`config.mk`:
```
export PLATFORM = sky130hd
export DESIGN_NAME = alu_exec_seq
export DESIGN_NICKNAME = d
export VERILOG_FILES = /design/src/rtl/alu_pkg.sv /design/src/rtl/alu_mul_iter.sv /design/src/rtl/alu_exec_seq.sv
export SDC_FILE = /design/constraint.sdc
export NUM_CORES = 1
export LEC_CHECK = 0
export CAP_MARGIN = 15
export CELL_PAD_IN_SITES_DETAIL_PLACEMENT = 1
export CELL_PAD_IN_SITES_GLOBAL_PLACEMENT = 1
export CORE_ASPECT_RATIO = 0.5
export CORE_MARGIN = 1.5
export CORE_UTILIZATION = 42
export DETAILED_ROUTE_END_ITERATION = 8
export PLACE_DENSITY_LB_ADDON = 0.1
export SLEW_MARGIN = 20
export SYNTH_ARGS = -nofsm -noshare
export SYNTH_HDL_FRONTEND = slang
export SYNTH_SLANG_ARGS = --single-unit
```
`constraint.sdc`:
```
create_clock -name clk -period 3.35 [get_ports clk]
set_input_delay 0.67 -clock clk [delete_from_list [all_inputs] [get_ports clk]]
set_output_delay 0.67 -clock clk [all_outputs]
set_load 0.05 [all_outputs]
```
`src/rtl/alu_pkg.sv`:
```
// Shared decode constants, op/state encodings and the op decoder for alu_exec_seq.
// The MUL func decodes only when ALU_MUL_EN is defined.
package alu_pkg;

  localparam logic [5:0] FN_ADD = 6'b100000;
  localparam logic [5:0] FN_SUB = 6'b100010;
  localparam logic [5:0] FN_AND = 6'b100100;
  localparam logic [5:0] FN_OR  = 6'b100101;
  localparam logic [5:0] FN_XOR = 6'b100110;
  localparam logic [5:0] FN_MUL = 6'b011000;

  localparam logic [1:0] CTR_ADD  = 2'b00;
  localparam logic [1:0] CTR_SUB  = 2'b01;
  localparam logic [1:0] CTR_FUNC = 2'b10;
  localparam logic [1:0] CTR_SLT  = 2'b11;

  typedef enum logic [2:0] {
    OP_ADD = 3'b000,
    OP_AND = 3'b001,
    OP_XOR = 3'b010,
    OP_SUB = 3'b100,
    OP_OR  = 3'b101,
    OP_SLT = 3'b110,
    OP_MUL = 3'b111
  } op_e;

  typedef enum logic [1:0] {
    S_IDLE = 2'd0,
    S_BUSY = 2'd1,
    S_DONE = 2'd2
  } state_e;

  typedef struct packed {
    op_e  op;
    logic bad;
  } dec_t;

  function automatic dec_t decode(
    input logic [1:0] ctr,
    input logic [5:0] fn
  );
    dec_t d;
    d.op  = OP_ADD;
    d.bad = 1'b0;
    unique case (ctr)
      CTR_ADD: d.op = OP_ADD;
      CTR_SUB: d.op = OP_SUB;
      CTR_SLT: d.op = OP_SLT;
      CTR_FUNC: begin
        case (fn)
          FN_ADD: d.op = OP_ADD;
          FN_SUB: d.op = OP_SUB;
          FN_AND: d.op = OP_AND;
          FN_OR:  d.op = OP_OR;
          FN_XOR: d.op = OP_XOR;
`ifdef ALU_MUL_EN
          FN_MUL: d.op = OP_MUL;
`endif
          default: d.bad = 1'b1;
        endcase
      end
    endcase
    return d;
  endfunction

endpackage

```
`src/rtl/alu_mul_iter.sv`:
```
// Iterative signed multiplier: shift-add on operand magnitudes, one bit per step.
// prod is the sign-corrected value the current step produces.
module alu_mul_iter
  import alu_pkg::*;
#(
  parameter int WIDTH = 32
) (
  input  logic               clk,
  input  logic               rst_n,
  input  logic               start,
  input  logic               step,
  input  logic [WIDTH-1:0]   a,
  input  logic [WIDTH-1:0]   b,
  output logic [2*WIDTH-1:0] prod
);

  logic [WIDTH-1:0]   mcand;
  logic [2*WIDTH-1:0] p;
  logic [2*WIDTH-1:0] p_nx;
  logic [WIDTH:0]     sum;
  logic               neg;
  logic [WIDTH-1:0]   mag_a;
  logic [WIDTH-1:0]   mag_b;

  assign mag_a = a[WIDTH-1] ? -a : a;
  assign mag_b = b[WIDTH-1] ? -b : b;

  always_comb begin
    sum  = {1'b0, p[2*WIDTH-1:WIDTH]}
         + (p[0] ? {1'b0, mcand} : '0);
    p_nx = {sum, p[WIDTH-1:1]};
    prod = neg ? -p_nx : p_nx;
  end

  always_ff @(posedge clk or negedge rst_n) begin
    if (!rst_n) begin
      mcand <= '0;
      p     <= '0;
      neg   <= 1'b0;
    end else if (start) begin
      mcand <= mag_a;
      p     <= {{WIDTH{1'b0}}, mag_b};
      neg   <= a[WIDTH-1] ^ b[WIDTH-1];
    end else if (step) begin
      p <= p_nx;
    end
  end

endmodule

```
`src/rtl/alu_exec_seq.sv`:
```
// ALU control-and-execute stage with valid/ready handshake.
// Define ALU_MUL_EN to build in the iterative signed multiply.
module alu_exec_seq
  import alu_pkg::*;
#(
  parameter int WIDTH   = 32,
  parameter int SHAMT_W = $clog2(WIDTH)
) (
  input  logic             clk,
  input  logic             rst_n,
  input  logic             in_valid,
  output logic             in_ready,
  input  logic [5:0]       func,
  input  logic [1:0]       alu_ctr,
  input  logic [WIDTH-1:0] op_a,
  input  logic [WIDTH-1:0] op_b,
  output logic             out_valid,
  input  logic             out_ready,
  output logic [WIDTH-1:0] result,
  output logic [WIDTH-1:0] result_hi,
  output logic             zero,
  output logic             illegal
);

  state_e           state;
  state_e           state_nx;
  dec_t             dec;
  logic [WIDTH-1:0] res;
  logic             accept;
  logic             is_mul;
  logic             cnt_zero;
  logic             ready_nx;
  logic             valid_nx;

  assign accept = in_valid & in_ready;
  assign dec    = decode(alu_ctr, func);

`ifdef ALU_MUL_EN
  logic [SHAMT_W-1:0] cnt;
  logic [2*WIDTH-1:0] prod;

  assign is_mul   = (dec.op == OP_MUL) & ~dec.bad;
  assign cnt_zero = (cnt == '0);

  always_ff @(posedge clk or negedge rst_n) begin
    if (!rst_n)
      cnt <= '0;
    else if (accept & is_mul)
      cnt <= SHAMT_W'(WIDTH - 1);
    else if (state == S_BUSY && !cnt_zero)
      cnt <= cnt - 1'b1;
  end

  alu_mul_iter #(.WIDTH(WIDTH)) u_mul (
    .clk   (clk),
    .rst_n (rst_n),
    .start (accept & is_mul),
    .step  (state == S_BUSY),
    .a     (op_a),
    .b     (op_b),
    .prod  (prod)
  );
`else
  assign is_mul   = 1'b0;
  assign cnt_zero = 1'b1;
`endif

  always_comb begin
    res = '0;
    unique case (dec.op)
      OP_ADD:  res = op_a + op_b;
      OP_SUB:  res = op_a - op_b;
      OP_AND:  res = op_a & op_b;
      OP_OR:   res = op_a | op_b;
      OP_XOR:  res = op_a ^ op_b;
      OP_SLT:  res = {{(WIDTH-1){1'b0}},
                      $signed(op_a) < $signed(op_b)};
      default: res = '0;
    endcase
    if (dec.bad)
      res = '0;
  end

  always_ff @(posedge clk or negedge rst_n) begin
    if (!rst_n) begin
      state     <= S_IDLE;
      in_ready  <= 1'b0;
      out_valid <= 1'b0;
    end else begin
      state     <= state_nx;
      in_ready  <= ready_nx;
      out_valid <= valid_nx;
    end
  end

  always_comb begin
    state_nx = state;
    unique case (state)
      S_IDLE: if (accept)
                state_nx = is_mul ? S_BUSY : S_DONE;
      S_BUSY: if (cnt_zero)
                state_nx = S_DONE;
      S_DONE: if (out_ready)
                state_nx = S_IDLE;
      default: state_nx = S_IDLE;
    endcase
  end

  // handshake flags are registered copies of the next state
  always_comb begin
    ready_nx = (state_nx == S_IDLE);
    valid_nx = (state_nx == S_DONE);
  end

  always_ff @(posedge clk or negedge rst_n) begin
    if (!rst_n) begin
      result    <= '0;
      result_hi <= '0;
      zero      <= 1'b1;
      illegal   <= 1'b0;
    end else if (accept) begin
      result    <= res;
      result_hi <= '0;
      zero      <= (res == '0);
      illegal   <= dec.bad;
    end
`ifdef ALU_MUL_EN
    else if (state == S_BUSY && cnt_zero) begin
      result    <= prod[WIDTH-1:0];
      result_hi <= prod[2*WIDTH-1:WIDTH];
      zero      <= (prod[WIDTH-1:0] == '0);
    end
`endif
  end

endmodule

```
==> impl_metrics.py, run 1 <==
metrics = {
    "clocking": {
        "clockBufferDepth": 2,
        "cts_sinks": 38,
        "htreeDepth": 2,
        "postCtsSetupRepairBufs": 49,
        "cts_buffers": 5,
        "cts_resized": 335,
        "root_buffer": "clkbuf_16",
        "hold_buffers": 0,
    },
    "logic_synthesis": {
        "ys_top_cells_by_area": "ha_1 (18%), dfrtp_1 (13%), a21oi_1 (7.3%)",
        "synth.top_cell.area_share_pct": 17.7,
        "ys.flop_type": "dfrtp_1",
        "ys_warn_count": 0,
        "seq_area_frac_synth_pct": 13.1,
        "syn_area_sq_um": 7290,
        "async_reset_ff_share_pct": 100,
        "synth_edf_count": 0,
        "post-synth-top-area-cell": "ha_1",
        "post_synth.cell_area_avg_sq_um": 7.15,
        "synth.distinct_cells": 76,
        "ys_ff_latch": 38,
        "syn_inst": 1020,
    },
    "status": {
        "error_line": "[ERROR DPL-0033] detailed placement checks failed during check placement.",
        "outcome": "aborted with a tool error",
        "haltStage": "clock tree synthesis",
    },
    "placed_design": {
        "gp_congestion": 1.01,
        "place_area_sq_um": 11100,
        "dp_hpwl_microns": 34000,
        "port_buffers": 111,
    },
    "die": {
        "start_util_pct": 43.7,
        "num_rows": 33,
        "die_h_microns": 96.2,
        "pin_count": 144,
        "fp.dieW_microns": 189,
    },
}
## stage by stage
step                hold WS (ps)  TNS (ps)  instances  setup slack (ps)  utilization [%]
floorplan                    374      -876       1052              -717                -
global placement             464    -19580       1654             -1570             66.7
detailed placement           494    -26750       1654             -2020             66.7
## cell families after synthesis
logic type / share of synthesized area (%)
compound gates: 37.1
simple gates: 18.2
buf+inv: 11.9
fa+ha+maj: 18.2
flops: 13.1
mux: 1.01
xor+xnor: 0.361
other cells: 0.0515
## cells in the mapped netlist, types with 9 or more instances
| library cell | n |
|---|---|
| a21oi_1 | 106 |
| o21ai_0 | 58 |
| clkbuf_1 | 44 |
| o22ai_1 | 22 |
| o31ai_1 | 16 |
| nor2_1 | 87 |
| a31oi_1 | 11 |
| o22a_1 | 9 |
| dfrtp_1 | 37 |
| inv_1 | 98 |
| buf_4 | 33 |
| nand3_1 | 12 |
| a22o_1 | 22 |
| a211oi_1 | 23 |
| a21o_1 | 14 |
| ha_1 | 103 |
| nand2_1 | 78 |
| o211ai_1 | 18 |
| o21bai_1 | 11 |
| buf_2 | 9 |
| o31a_1 | 9 |
| nor4_1 | 12 |
| nor3_1 | 20 |
==> run 2, diff against run 1 <==
--- a/config.mk
+++ b/config.mk
@@ -6,13 +6,10 @@
 export NUM_CORES = 1
 export LEC_CHECK = 0
 export CAP_MARGIN = 15
-export CELL_PAD_IN_SITES_DETAIL_PLACEMENT = 1
-export CELL_PAD_IN_SITES_GLOBAL_PLACEMENT = 1
-export CORE_ASPECT_RATIO = 0.5
 export CORE_MARGIN = 1.5
-export CORE_UTILIZATION = 42
+export CORE_UTILIZATION = 40
 export DETAILED_ROUTE_END_ITERATION = 8
-export PLACE_DENSITY_LB_ADDON = 0.1
+export PLACE_DENSITY_LB_ADDON = 0.15
 export SLEW_MARGIN = 20
 export SYNTH_ARGS = -nofsm -noshare
 export SYNTH_HDL_FRONTEND = slang
==> impl_metrics.py, run 2 <==
metrics = {
    "cells_and_area": {
        "mostFrequentLayoutCells": "buf_4 (388), a21oi_1 (84), nor2_1 (79)",
        "drive_above_1_share_pct": 43.5,
        "final_util_pct": 71.4,
        "fill_cells": 1438,
        "top_register": "result",
        "fin_nets": 1667,
        "syn_to_final_growth_pct": 75.5,
        "antenna_cells": 0,
        "largest_register_ff_count": 32,
        "final_common_cell": "buf_4",
        "top_regs": "result (32), state (2)",
    },
    "detailed_routing": {
        "viasPerCell": 5.68,
        "remaining_drc_errors": 0,
        "routedWlPerCell_microns": 18.3,
        "antenna_left": 0,
        "drt_iter0_markers": 952,
        "wirelength_microns": 31500,
        "dr.pass1.iters": 6,
        "vias": 9746,
    },
    "die": {
        "pin_count": 144,
        "core_sq_um": 17900,
        "die_h_microns": 138,
        "fp.dieW_microns": 138,
        "num_rows": 49,
        "start_util_pct": 40.7,
        "dieArea_sq_um": 19000,
    },
    "logic_synthesis": {
        "ys_ff_latch": 38,
        "yosysMostFrequentCell": "a21oi_1",
        "ys_warn_count": 0,
        "synth_edf_count": 0,
        "seq_area_frac_synth_pct": 13.1,
        "syn_inst": 1020,
        "synth.distinct_cells": 76,
        "post-synth-top-area-cell": "ha_1",
        "synth.top_cell.area_share_pct": 17.7,
        "ys_top_cells_by_area": "ha_1 (18%), dfrtp_1 (13%), a21oi_1 (7.3%)",
        "ys.flop_type": "dfrtp_1",
        "post_synth.cell_area_avg_sq_um": 7.15,
        "syn_area_sq_um": 7290,
        "async_reset_ff_share_pct": 100,
        "synth_common_cells": "a21oi_1 (106), ha_1 (103), inv_1 (98)",
    },
    "power_and_ir_drop": {
        "power.internal_mw": 2.47,
        "power.share.switching_pct": 48.6,
        "power_frac_comb_pct": 73.7,
        "p_clk_share_pct": 9.6,
        "peakVddDrop_v": 0.000638,
        "seq_power_share_pct": 16.7,
        "p_per_area_nw_per_um2": 376,
        "p_leak_nw": 6.04,
        "p_sw_mw": 2.33,
    },
    "sta": {
        "rsz0062_at_grt": "yes",
        "setup-violations-final": 8,
        "worst_pin_slew_ps": 826,
        "tns_ps": -2690,
        "worst_slack_ps": -856,
        "hold_violations": 0,
        "fmax_ghz": 0.238,
        "clock_skew_ps": 3.82,
        "finalCriticalPeriod_ps": 4210,
        "relSlewSlack_pct": 44.7,
        "fin_crit_sh_pct": 126,
        "slew_viol_final": 0,
    },
    "placed_design": {
        "dp_hpwl_microns": 24100,
        "gp_congestion": 1.00,
        "port_buffers": 111,
    },
    "clocking": {
        "htreeDepth": 2,
        "cts_buffers": 5,
        "clk_latency_ps": 280,
        "cts_sinks": 38,
        "tritoncts": "yes",
        "clkTransAtPathRegs_ps": 50,
        "clockBufferDepth": 2,
        "root_buffer": "clkbuf_16",
    },
    "global_route": {
        "grt_pass1_wl_microns": 47000,
        "antenna_found_initial": 0,
        "grt_usage_pct": 31.8,
        "grt_start_max_net_pins": 36,
        "grt_pass1_vias": 8961,
        "grt-ovfl-total": 0,
    },
    "setup_path": {
        "crit_path_end_kind": "flop",
        "crit_path_start_kind": "primary input",
        "worstSetupPathType": "in -> reg",
        "required_ps": 3570,
        "regToRegSetupSlack_ps": 1210,
        "crit_fanout": 4,
        "cp_data_arrival_time_ps": 4420,
    },
    "status": {
        "violations": "setup timing",
        "outcome": "finished with violations",
    },
    "flow_run": {
        "max_cap_violations": 0,
    },
    "worst_hold_path": {
        "hp-class": "reg -> reg",
    },
}
==> run 2: kinds of logic after synthesis <==
| group | synth area share, % |
|---|---|
| AO/OA/AOI/OAI | 37.1 |
| AND/OR/NAND/NOR | 18.2 |
| buffers and inverters | 11.9 |
| adder cells (fa/ha/maj) | 18.2 |
| flip-flops | 13.1 |
| multiplexers | 1.01 |
| XOR/XNOR | 0.361 |
| other | 0.0515 |
==> run 2: what timing repair did <==
item,CTS,global route
hold buffers,0,0
endpoints found under the setup margin,24,17
resized for setup,213,143
buffers inserted,43,22
pin swaps,69,67
endpoints found under the hold margin,0,0
==> run 2: power by group through the flow <==
stage | sequential (mW) | clock (mW) | combinational, mW
2_1_floorplan | 1.50 | 0 | 1.08
3_3_place_gp | 0.793 | 0 | 3.09
3_5_place_dp | 0.807 | 0 | 3.12
4_1_cts | 0.802 | 0.466 | 3.34
5_1_grt | 0.827 | 0.485 | 3.76
6_report | 0.800 | 0.461 | 3.54
==> run 2: worst paths after layout <==
path,from,endpoint,depth (start not counted)
worst max-delay path,op_b[0],zero$_DFFE_PN1P_,15
worst min-delay path,result[8]$_DFFE_PN0P_,result[8]$_DFFE_PN0P_,2
worst max register to register,in_ready$_DFF_PN0_,zero$_DFFE_PN1P_,8
worst min register to register,result[8]$_DFFE_PN0P_,result[8]$_DFFE_PN0P_,2
max in group asynchronous,rst_n,result[23]$_DFFE_PN0P_,2
min in group asynchronous,rst_n,result[6]$_DFFE_PN0P_,1
==> run 2: critical path, cell delays in order <==
cell	delay (ps)
buf_8	110
ha_4	160
fa_2	400
a21oi_4	220
o22ai_4	130
o21a_4	250
o31ai_4	230
o21ai_2	130
a221o_1	390
a311oi_2	320
mux2i_1	250
o211ai_1	140
or4_1	480
or4_4	430
o21ai_2	120
==> run 2: routing by layer <==
metal  up-vias  global-route usage [%]  wire (microns)
met1      4567                    43.9           13600
met5         -                       0               0
met4         0                    8.22             895
met2       501                    52.3           14600
li1       4588                       -               -
met3        90                    3.73            2420
==> run 2: layout make-up <==
cell class,instances,area [sq um],area share (%)
Multi-Input combinational cell,823,6770,53.0
Timing Repair Buffer,520,4250,33.2
Sequential cell,38,952,7.44
Inverter,98,380,2.97
Tap cell,229,287,2.24
Clock buffer,7,143,1.12
Clock inverter,1,5.00,0.0391
==> run 2: stage by stage <==
step	instance area (sq um)	setup WS (ps)	hold slack (ps)	power, mW	std cells
finish	12800	-856	480	4.80	1716
global route	12800	-939	503	5.07	1716
CTS	12100	-872	483	4.61	1702
detailed placement	11100	-1650	468	3.92	1652
global placement	11100	-1570	460	3.89	1652
floorplan	7550	-717	374	2.58	1052
(Power assumes the default switching activity.)
==> run 3, diff against run 2 <==
--- a/config.mk
+++ b/config.mk
@@ -6,6 +6,7 @@
 export NUM_CORES = 1
 export LEC_CHECK = 0
 export CAP_MARGIN = 15
+export CORE_ASPECT_RATIO = 2
 export CORE_MARGIN = 1.5
 export CORE_UTILIZATION = 40
 export DETAILED_ROUTE_END_ITERATION = 8
==> impl_metrics.py, run 3 (synthesized netlist as in run 2, its figures left out) <==
metrics = {
    "sta": {
        "rsz0062_at_grt": "yes",
        "fin_crit_sh_pct": 125,
        "worst_slack_ps": -823,
        "setup-violations-final": 12,
        "finalCriticalPeriod_ps": 4170,
        "slew_viol_final": 0,
        "clock_skew_ps": 3.89,
        "fmax_ghz": 0.240,
        "worst_pin_slew_ps": 837,
        "relSlewSlack_pct": 44.2,
        "hold_violations": 0,
    },
    "detailed_routing": {
        "drt_iter0_markers": 599,
        "dr.pass1.iters": 5,
        "vias": 10103,
        "viasPerCell": 5.90,
        "antenna_left": 0,
        "routedWlPerCell_microns": 21.2,
        "remaining_drc_errors": 0,
        "wirelength_microns": 36300,
    },
    "clocking": {
        "clk_latency_ps": 280,
        "tritoncts": "yes",
        "clkTransAtPathRegs_ps": 60,
        "cts_buffers": 5,
        "clockBufferDepth": 2,
        "root_buffer": "clkbuf_16",
        "cts_sinks": 38,
        "htreeDepth": 2,
    },
    "cells_and_area": {
        "fill_cells": 1451,
        "top_regs": "result (32), state (2)",
        "syn_to_final_growth_pct": 78.6,
        "antenna_cells": 0,
        "largest_register_ff_count": 32,
        "top_register": "result",
        "final_common_cell": "buf_4",
        "drive_above_1_share_pct": 44.7,
        "mostFrequentLayoutCells": "buf_4 (388), nand2_1 (76), a21oi_1 (75), ha_1 (75), nor2_1 (74)",
        "fin_nets": 1678,
    },
    "global_route": {
        "grt-ovfl-total": 0,
        "use_met3_pct": 4.11,
        "grt_pass1_vias": 10693,
        "grt_usage_pct": 37.0,
        "grt_start_max_net_pins": 39,
        "grt_pass1_wl_microns": 55500,
        "grtUsageMet2_pct": 71.7,
        "grt_busiest_layer": "met2",
        "grtUsageMet1_pct": 32.6,
        "antenna_found_initial": 0,
    },
    "power_and_ir_drop": {
        "p_per_area_nw_per_um2": 389,
        "p_sw_mw": 2.44,
        "p_leak_nw": 6.14,
        "seq_power_share_pct": 16.0,
        "power_frac_comb_pct": 72.0,
        "peakVddDrop_v": 0.000512,
        "power.share.switching_pct": 48.2,
        "p_clk_share_pct": 12.0,
        "power_mw": 5.06,
        "power.internal_mw": 2.62,
    },
    "setup_path": {
        "crit_path_start_kind": "primary input",
        "crit_slowest_cell": "or4_1",
        "required_ps": 3560,
        "cp_data_arrival_time_ps": 4380,
        "crit_fanout": 3,
        "path_common_cell": "buf_4",
        "crit_chain": "buf_8 -> inv_2 -> ha_4 -> buf_4 -> o21ba_4 -> or4_4 -> a211oi_4 -> buf_4 -> nor2_4 -> buf_6 -> o31a_1 -> o21a_1 -> o211ai_1 -> o221a_2 -> o22ai_4 -> nand4b_1 -> or4_1 -> o21ai_1",
        "worstSetupPathType": "in -> reg",
        "max_stage_delay_ps": 540,
        "crit_path_end_kind": "flop",
    },
    "placed_design": {
        "gp_congestion": 1.04,
        "pre_cts_ws_ps": -1660,
        "port_buffers": 111,
        "dp_hpwl_microns": 28400,
    },
    "die": {
        "core_sq_um": 17800,
        "start_util_pct": 41.0,
        "fp.dieW_microns": 98.4,
        "die_h_microns": 194,
        "pin_count": 144,
        "num_rows": 69,
        "dieArea_sq_um": 19100,
    },
    "status": {
        "outcome": "finished with violations",
        "violations": "setup timing",
    },
    "flow_run": {
        "max_cap_violations": 0,
    },
    "worst_hold_path": {
        "hp-class": "reg -> reg",
    },
}
## run 3: metal layers
layer / part of all wire (%) / vias up
li1: - / 4601
met5: 0 / -
met4: 11 / 0
met1: 31 / 4771
met2: 54 / 506
met3: 4.6 / 225
## run 3: final timing paths
path	end	slack, ps	cells after the start	start
max in group asynchronous	result[31]$_DFFE_PN0P_	2320	1	rst_n
min in group asynchronous	out_valid$_DFF_PN0_	500	1	rst_n
worst max-delay path	zero$_DFFE_PN1P_	-820	18	op_a[0]
worst min-delay path	result[0]$_DFFE_PN0P_	480	2	result[0]$_DFFE_PN0P_
worst min register to register	result[0]$_DFFE_PN0P_	480	2	result[0]$_DFFE_PN0P_
worst max register to register	zero$_DFFE_PN1P_	1040	8	in_ready$_DFF_PN0_
## run 3: worst max-delay path, delay by kind of cell
kind                     cells  cell delay, ps
AND/OR/NAND/NOR              4            1280
AO/OA/AOI/OAI                8            1710
buffers and inverters        5             550
adder cells (fa/ha/maj)      1             160
## run 3: repair_timing
action                                  in CTS  in global routing
endpoints found under the setup margin      25                 17
hold buffers                                 0                  0
gates resized for setup                    264                106
pin swaps                                   91                 66
setup buffers                               49                 24
## run 3: area by class of cell
type / instances / area (sq um) / share of cell area (%)
flip-flops and latches: 38 / 952 / 7.31
clock buffers: 5 / 125 / 0.961
clock inverters: 3 / 68.8 / 0.529
multi-input cells: 823 / 6890 / 52.9
repair buffers: 531 / 4350 / 33.4
inverters: 98 / 373 / 2.86
well taps: 213 / 267 / 2.05
## run 3: per-stage QoR
step / TNS, ps / hold WS [ps] / cells / util [%] / cell area [sq um]
floorplan: -876 / 374 / 1052 / - / 7550
global placement: -19700 / 465 / 1642 / 62.6 / 11100
detailed placement: -20780 / 472 / 1642 / 62.6 / 11100
CTS: -2550 / 485 / 1696 / 70.3 / 12500
global route: -4340 / 518 / 1711 / 73.2 / 13000
finish: -3290 / 481 / 1711 / 73.2 / 13000
## run 3: power groups by stage
stage               clock network [mW]  registers (mW)  logic, mW
CTS                              0.616           0.813       3.47
global route                     0.629           0.832       3.82
detailed placement                   0           0.814       3.19
floorplan                            0            1.50       1.08
global placement                     0           0.818       3.17
finish                           0.605           0.810       3.65
